--- src/rtl/seven_seg_scanner.sv ---
// rtl/seven_seg_scanner.sv - 4-digit multiplexed seven-segment scanner with frame-buffered BCD inputs
//
// Purpose: scans temperature (right pair) and setpoint (left pair) onto a
// common-anode display one digit per slot, with an anode-off guard at the
// start of every slot. Inputs are captured only at frame boundaries.
//
// Ports:
//   clk       - system clock, rising edge
//   rst_n     - synchronous active-low reset
//   bcd_temp  - packed BCD temperature {tens, ones}
//   bcd_set   - packed BCD setpoint {tens, ones}
//   an        - active-low anodes, an[0] rightmost
//   seg       - active-low cathodes {g,f,e,d,c,b,a}
//   dp        - active-low decimal point (lit in setpoint-ones slot)
//
// Optional: define SEVEN_SEG_LZ_BLANK_EN to blank a zero tens digit of a valid byte.

module seven_seg_scanner #(
  parameter int REFRESH_DIV  = 100000,
  parameter int BLANK_CYCLES = 1000
) (
  input  logic       clk,
  input  logic       rst_n,
  input  logic [7:0] bcd_temp,
  input  logic [7:0] bcd_set,
  output logic [3:0] an,
  output logic [6:0] seg,
  output logic       dp
);

  localparam int CW = $clog2(REFRESH_DIV);
  localparam logic [CW-1:0] CNT_MAX = CW'(REFRESH_DIV - 1);
  localparam logic [CW-1:0] GUARD_END = CW'(BLANK_CYCLES);

  localparam logic [6:0] SEG_BLANK = 7'h7F;
  localparam logic [6:0] SEG_DASH  = 7'h3F;

  logic [CW-1:0] cnt_q, cnt_d;
  logic [1:0]    idx_q, idx_d;
  logic [7:0]    sh_temp_q, sh_temp_d;
  logic [7:0]    sh_set_q, sh_set_d;
  logic [3:0]    an_q, an_d;
  logic [6:0]    seg_q, seg_d;
  logic          dp_q, dp_d;

  logic       tick;
  logic       guard;
  logic [7:0] sel_byte;
  logic [3:0] digit;
  logic       byte_ok;
  logic [6:0] glyph;

  assign tick = (cnt_q == CNT_MAX);

  always_comb begin
    cnt_d     = tick ? '0 : cnt_q + CW'(1);
    idx_d     = tick ? idx_q + 2'd1 : idx_q;
    sh_temp_d = sh_temp_q;
    sh_set_d  = sh_set_q;
    // Shadows only move on the last cycle of a frame so a frame is never torn.
    if (tick && (idx_q == 2'd3)) begin
      sh_temp_d = bcd_temp;
      sh_set_d  = bcd_set;
    end
  end

  // Decode from the current (pre-load) shadows; new values surface in idx0.
  always_comb begin
    sel_byte = idx_q[1] ? sh_set_q : sh_temp_q;
    digit    = idx_q[0] ? sel_byte[7:4] : sel_byte[3:0];
    byte_ok  = (sel_byte[7:4] <= 4'd9) && (sel_byte[3:0] <= 4'd9);

    case (digit)
      4'd0:    glyph = 7'h40;
      4'd1:    glyph = 7'h79;
      4'd2:    glyph = 7'h24;
      4'd3:    glyph = 7'h30;
      4'd4:    glyph = 7'h19;
      4'd5:    glyph = 7'h12;
      4'd6:    glyph = 7'h02;
      4'd7:    glyph = 7'h78;
      4'd8:    glyph = 7'h00;
      4'd9:    glyph = 7'h10;
      default: glyph = SEG_DASH;
    endcase

    // A bad nibble anywhere in the byte dashes both of its digits.
    if (!byte_ok) begin
      glyph = SEG_DASH;
    end
`ifdef SEVEN_SEG_LZ_BLANK_EN
    else if (idx_q[0] && (digit == 4'd0)) begin
      glyph = SEG_BLANK;
    end
`endif

    guard = (cnt_q < GUARD_END);
    an_d  = 4'b1111;
    seg_d = SEG_BLANK;
    dp_d  = 1'b1;
    if (!guard) begin
      an_d  = ~(4'b0001 << idx_q);
      seg_d = glyph;
      dp_d  = (idx_q != 2'd2);
    end
  end

  always_ff @(posedge clk) begin
    if (!rst_n) begin
      cnt_q     <= '0;
      idx_q     <= 2'd0;
      sh_temp_q <= 8'h00;
      sh_set_q  <= 8'h00;
      an_q      <= 4'b1111;
      seg_q     <= SEG_BLANK;
      dp_q      <= 1'b1;
    end else begin
      cnt_q     <= cnt_d;
      idx_q     <= idx_d;
      sh_temp_q <= sh_temp_d;
      sh_set_q  <= sh_set_d;
      an_q      <= an_d;
      seg_q     <= seg_d;
      dp_q      <= dp_d;
    end
  end

  assign an  = an_q;
  assign seg = seg_q;
  assign dp  = dp_q;

endmodule

--- config.mk ---
export PLATFORM = sky130hd
export DESIGN_NAME = seven_seg_scanner
export DESIGN_NICKNAME = d
export VERILOG_FILES = /design/src/rtl/seven_seg_scanner.sv
export SDC_FILE = /design/constraint.sdc
export NUM_CORES = 1
export LEC_CHECK = 0
export CAP_MARGIN = 0
export CORE_UTILIZATION = 35
export CTS_CLUSTER_DIAMETER = 40
export DETAILED_ROUTE_END_ITERATION = 10
export GPL_TIMING_DRIVEN = 0
export PLACE_DENSITY = 0.63
export SYNTH_ARGS = -nofsm -noshare
export SYNTH_HDL_FRONTEND = slang
export SYNTH_SLANG_ARGS = --single-unit
--- constraint.sdc ---
create_clock -name clk -period 3.04 [get_ports clk]
set_clock_uncertainty 0.05 [all_clocks]
set_input_delay 0.456 -clock clk [delete_from_list [all_inputs] [get_ports clk]]
set_output_delay 0.456 -clock clk [all_outputs]
set_load 0.05 [all_outputs]
# Word level (Yosys, flattened, before mapping)

Memory sizes are Yosys's and may differ from the RTL's.
Cells that the tools add are included.

Memory bits (read-only): 112
Input bits: 18
Register bits after elaboration: 47
Logic and storage cells: 29
Memories kept: 1
Output and inout bits: 12

Shifts and indexed selects: 1
Equality and inequality tests: 3
Reductions and logical operators: 5
Magnitude comparators: 3
Mux-type cells: 3
Bitwise gates (word level): 3
$add $sub $neg: 2

Memories:

| name            | words | width | read ports | clocked after memory_dff | wr ports | RTL line | text |
|---|---|---|---|---|---|---|---|
| (no name shown) | 16    | 7     | 1          | 0                        | 0        | 73       | `case (digit)` |

Operators with widths:

| kind                                                                    | count |
|---|---|
| 17-bit by 1-bit adder with 17-bit output (second input constant)        | 1 |
| 17-bit equality test (second input constant)                            | 1 |
| 17-bit by 10-bit < comparator with 1-bit output (second input constant) | 1 |
| 4-bit <= comparator (second input constant)                             | 2 |
| 8-bit 2-to-1 mux                                                        | 1 |
| 7-bit 2-to-1 mux                                                        | 1 |
| 4-bit 2-to-1 mux                                                        | 1 |
| 4-bit NOT                                                               | 1 |
| 2-bit OR reduction                                                      | 2 |
| 1-bit by 2-bit << shifter with 4-bit output (first input constant)      | 1 |
| 3-bit OR reduction                                                      | 1 |
| 2-bit by 1-bit adder with 2-bit output (second input constant)          | 1 |
| 2-bit equality test (second input constant)                             | 1 |
| 1-bit logical AND                                                       | 2 |
| 2-bit inequality test (second input constant)                           | 1 |
| 1-bit NOT                                                               | 2 |

# Longest topological paths before layout

Depth after elaboration: 5
Depth in mapped cells: 7
Mapped depth without buffers: 6

# Least setup slack after synthesis

No wires, ideal clock.

Kind: register to register
Start point: register idx_q[0]
End point: register seg_q[4] (netlist: seg[4])
Period minus slack after synthesis: 2.008 ns
Data required time: 2.849 ns
Library setup time: 0.141 ns
Buffers on the path: 1
Cell stages (with the launch flop): 8
Data arrival time: 1.817 ns
Setup slack: 1.032 ns
Cell sequence: dfxtp_1 buf_4 mux4_2 inv_1 ha_1 nor3_1 a2111oi_0 o21ai_1

Word-level cells in the longest chain between the ends: 2

RTL lines:

| item                   | RTL line | text |
|---|---|---|
| from (decl)            | 39       | `logic [1:0] idx_q, idx_d;` |
| from (signal assigned) | 119      | `idx_q <= idx_d;` |
| 4-bit 2-to-1 mux       | 70       | `digit = idx_q[0] ? sel_byte[7:4] : sel_byte[3:0];` |
| memory 16 x 7 bit      | --       |  |
| to (signal assigned)   | 123      | `seg_q <= seg_d;` |
| to (decl)              | 43       | `logic [6:0] seg_q, seg_d;` |

Every way passes these cells.
A chain may end at the register's enable or synchronous reset.

# Worst setup path after layout

Start point: register idx_q[1]
End point: register seg_q[4] (netlist: seg[4])

Word-level cells in the longest chain between the ends: 5
Elaborated cells on any way between the ends: 8
Those cells by class: 2 x order compare; 2 x mux; 1 x bitwise; 2 x reduce/logical; 1 x memory

RTL lines:

| item                                | RTL line | text |
|---|---|---|
| 8-bit 2-to-1 mux *                  | 69       | `sel_byte = idx_q[1] ? sh_set_q : sh_temp_q;` |
| 4-bit <= comparator                 | 71       | `byte_ok = (sel_byte[7:4] <= 4'd9) && (sel_byte[3:0] <= 4'd9);` |
| 1-bit logical AND                   | 71       |  |
| 1-bit NOT (no source line)          | --       |  |
| 3-bit OR reduction (no source line) | --       |  |

Mark *: on every way between the ends. The rest lies on a longest branch, timed or not.

==> out/qor.csv <==
metric;value;unit
initial antenna violation count;0;
slowest CP cell;mux4_2;
highest-count cells in the layout ignoring fill and taps;dfxtp_1 (46), clkdlybuf4s50_1 (29), o21ai_0 (26);
Most used DFF post-synth;dfxtp_1;
first-pass GRT wire length;8050;um
DP Cell Count;343;
Initial Utilization;0.367;
flop-to-flop setup slack;0.74;ns
register area share after synthesis;0.422;
fin. max-slew vios;0;
Critical Path RT;3.15;ns
worst-skew pair later-pin latency;0.30;ns
Syn Nets;267;
# IOs;30;
postcts setup bufs;0;
Post-synth EDFFs;0;
Tmin final;2.30;ns
xor/xnor share of the synthesized area;0.0521;
min-delay worst type;flip-flop to flip-flop;
Synth Area in Compound Gates;0.134;
startpoint class of the critical path;flip-flop;
largest net degree at the start of global routing;14;
TritonRoute pass-1 iters;4;
Yosys top cell area share;0.422;
CTS tree;built;
multiplexer area fraction after synthesis;0.0596;
Die ar.;0.00656;mm^2
synthesized area;0.00218;mm^2
Synth Area in Adders;0.0573;
H-tree levels;2;
Worst Path Max Fanout;8;
#FFs+latches synth;46;
biggest area consumer among synthesized cells;dfxtp_1;
Crit Path Class;flip-flop to flip-flop;
Max Clk Rate;435;MHz
GP Congestion;0.812;
Rel. slew slack;0.566;
Layout area overhead;22.5;%
Simple-Gate Fraction of Synth Area;0.219;
leading cell type in the layout, fill and taps excluded;dfxtp_1;
Worst IR Drop VDD;0.187;mV
gr ovfl total;0;
Die Wd;81.0;um
count of final hold-check violations;0;
# diodes;0;
library cells used by synthesis;37;
CORE AREA;0.00596;mm^2
setup TNS;0;ns
nets;303;
post-CTS sizing;0;
PortBufs;29;
CTS sink count;46;
average size of a mapped cell;9.14;um^2
critical path's largest stage delay;0.45;ns
Reg clk slew, reported paths;0.09;ns
wire length per cell;13.8;um
total wire length;4840;um
Max-Cap Viols;0;
fin cells;351;
root buf cell;clkbuf_8;
Async S/R FF share, synth;0;
fin crit share;0.756;
post-route ant nets;0;
vias in the first global route;1622;
number of CTS-inserted buffers;5;
crit path DAT;2.41;ns
Pleak;0.911;nW
DRC errors left;0;
layout cells sized above 1;0.0942;
Ys Warns;0;
kind of cell adding the most delay to the critical path;compound AO/OA/AOI/OAI gates;
Final HPWL DP;3530;um
site row count;28;
Worst Setup End Kind;flip-flop;
Initial DRC Count;128;
status;complete, no violations;
Final setup viols;0;
most area-consuming cells after synthesis;dfxtp_1 (42%), o21ai_0 (6.0%), ha_1 (5.7%);
Overall Global Routing Usage;0.161;
RSZ-0062 raised after global routing;false;
Worst-Margin Slew;0.647;ns
Cells after Synth;239;
main combinational cell family by area after synthesis;simple AND/OR/NAND/NOR gates;
Die H;81.0;um
Via density;5.25;
Vias;1841;
critical path buffer and inverter count;2;
Pwr Density;409;mW/mm^2
critical-path cell list;clkbuf_1, mux4_2, inv_1, ha_1, nor3_1, a2111oi_0, o21ai_1;
CTS Hold Bufs;0;
CTS max path bufs;2;
[synthesized netlist by cell type (all sizes together), types with 4 or more instances]
cell type,count
a21oi,20
buf,12
clkbuf,5
dfxtp,46
ha,10
inv,8
mux2i,4
mux4,4
nand2,13
nand3,10
nand4,21
nor2,16
nor3,5
o21ai,27
xnor2,7
xor2,6
[cell type report]
| cell class | instances | area (um^2) |
|---|---|---|
| multi-input combinational | 168 | 1140 |
| clock inverter | 1 | 30.0 |
| timing repair buffer | 29 | 290 |
| fill | 592 | 3280 |
| tap | 75 | 93.8 |
| clock buffer | 7 | 76.3 |
| sequential | 46 | 921 |
| buffer | 17 | 92.6 |
| inverter | 8 | 30.0 |
[sequential cells by signal, summed over array words and instances, names as in the netlist]
name	count
an	4
cnt_q	17
idx_q	2
seg	7
sh_set_q	8
sh_temp_q	8
[worst paths after layout]
path / from / depth (start not counted) / to
worst min-delay path: sh_set_q[4] / 2 / sh_set_q[4]
worst max-delay path: idx_q[1] / 7 / seg[4]
worst max register to register: idx_q[1] / 7 / seg[4]
worst min register to register: sh_set_q[4] / 2 / sh_set_q[4]
[report_power, final]
part	switching (mW)	total, mW	internal (mW)	leakage [nW]
Combinational	0.0156	0.0392	0.0236	0.487
Clock	0.200	0.447	0.246	0.0524
Sequential	0.00362	0.609	0.605	0.371
Total	0.220	1.09	0.875	0.911
[cell families (layout without fill, tap and decap cells)]
logic type | Yosys count | in the layout
compound gates | 54 | 54
xor+xnor | 13 | 13
fa+ha+maj | 10 | 10
buf+inv | 25 | 62
flops | 46 | 46
mux | 8 | 8
simple gates | 83 | 83
[through the flow]
step                cell area (um^2)  setup WS (ns)   util  power (mW)  hold WS [ns]
global placement                2570          0.806  0.431       0.662         0.398
detailed placement              2570          0.782  0.431       0.663         0.428
floorplan                       2180           1.03      -       0.634         0.380
global route                    2670          0.614  0.449        1.14         0.458
CTS                             2670          0.781  0.449        1.11         0.439
finish                          2670          0.742  0.449        1.09         0.439
[tightest hold or removal path, cell delays in order (launching register included)]
cell     delay [ns]
dfxtp_1        0.32
o21ai_0        0.07
a21oi_1        0.06
[routing by layer]
metal | GRT usage | up-vias | wire length [um]
li1 | - | 938 | -
met1 | 0.229 | 856 | 2390
met2 | 0.238 | 40 | 2180
met3 | 0.0281 | 7 | 185
met4 | 0.0643 | 0 | 82
met5 | 0 | - | 0
(Power assumes the default switching activity.)
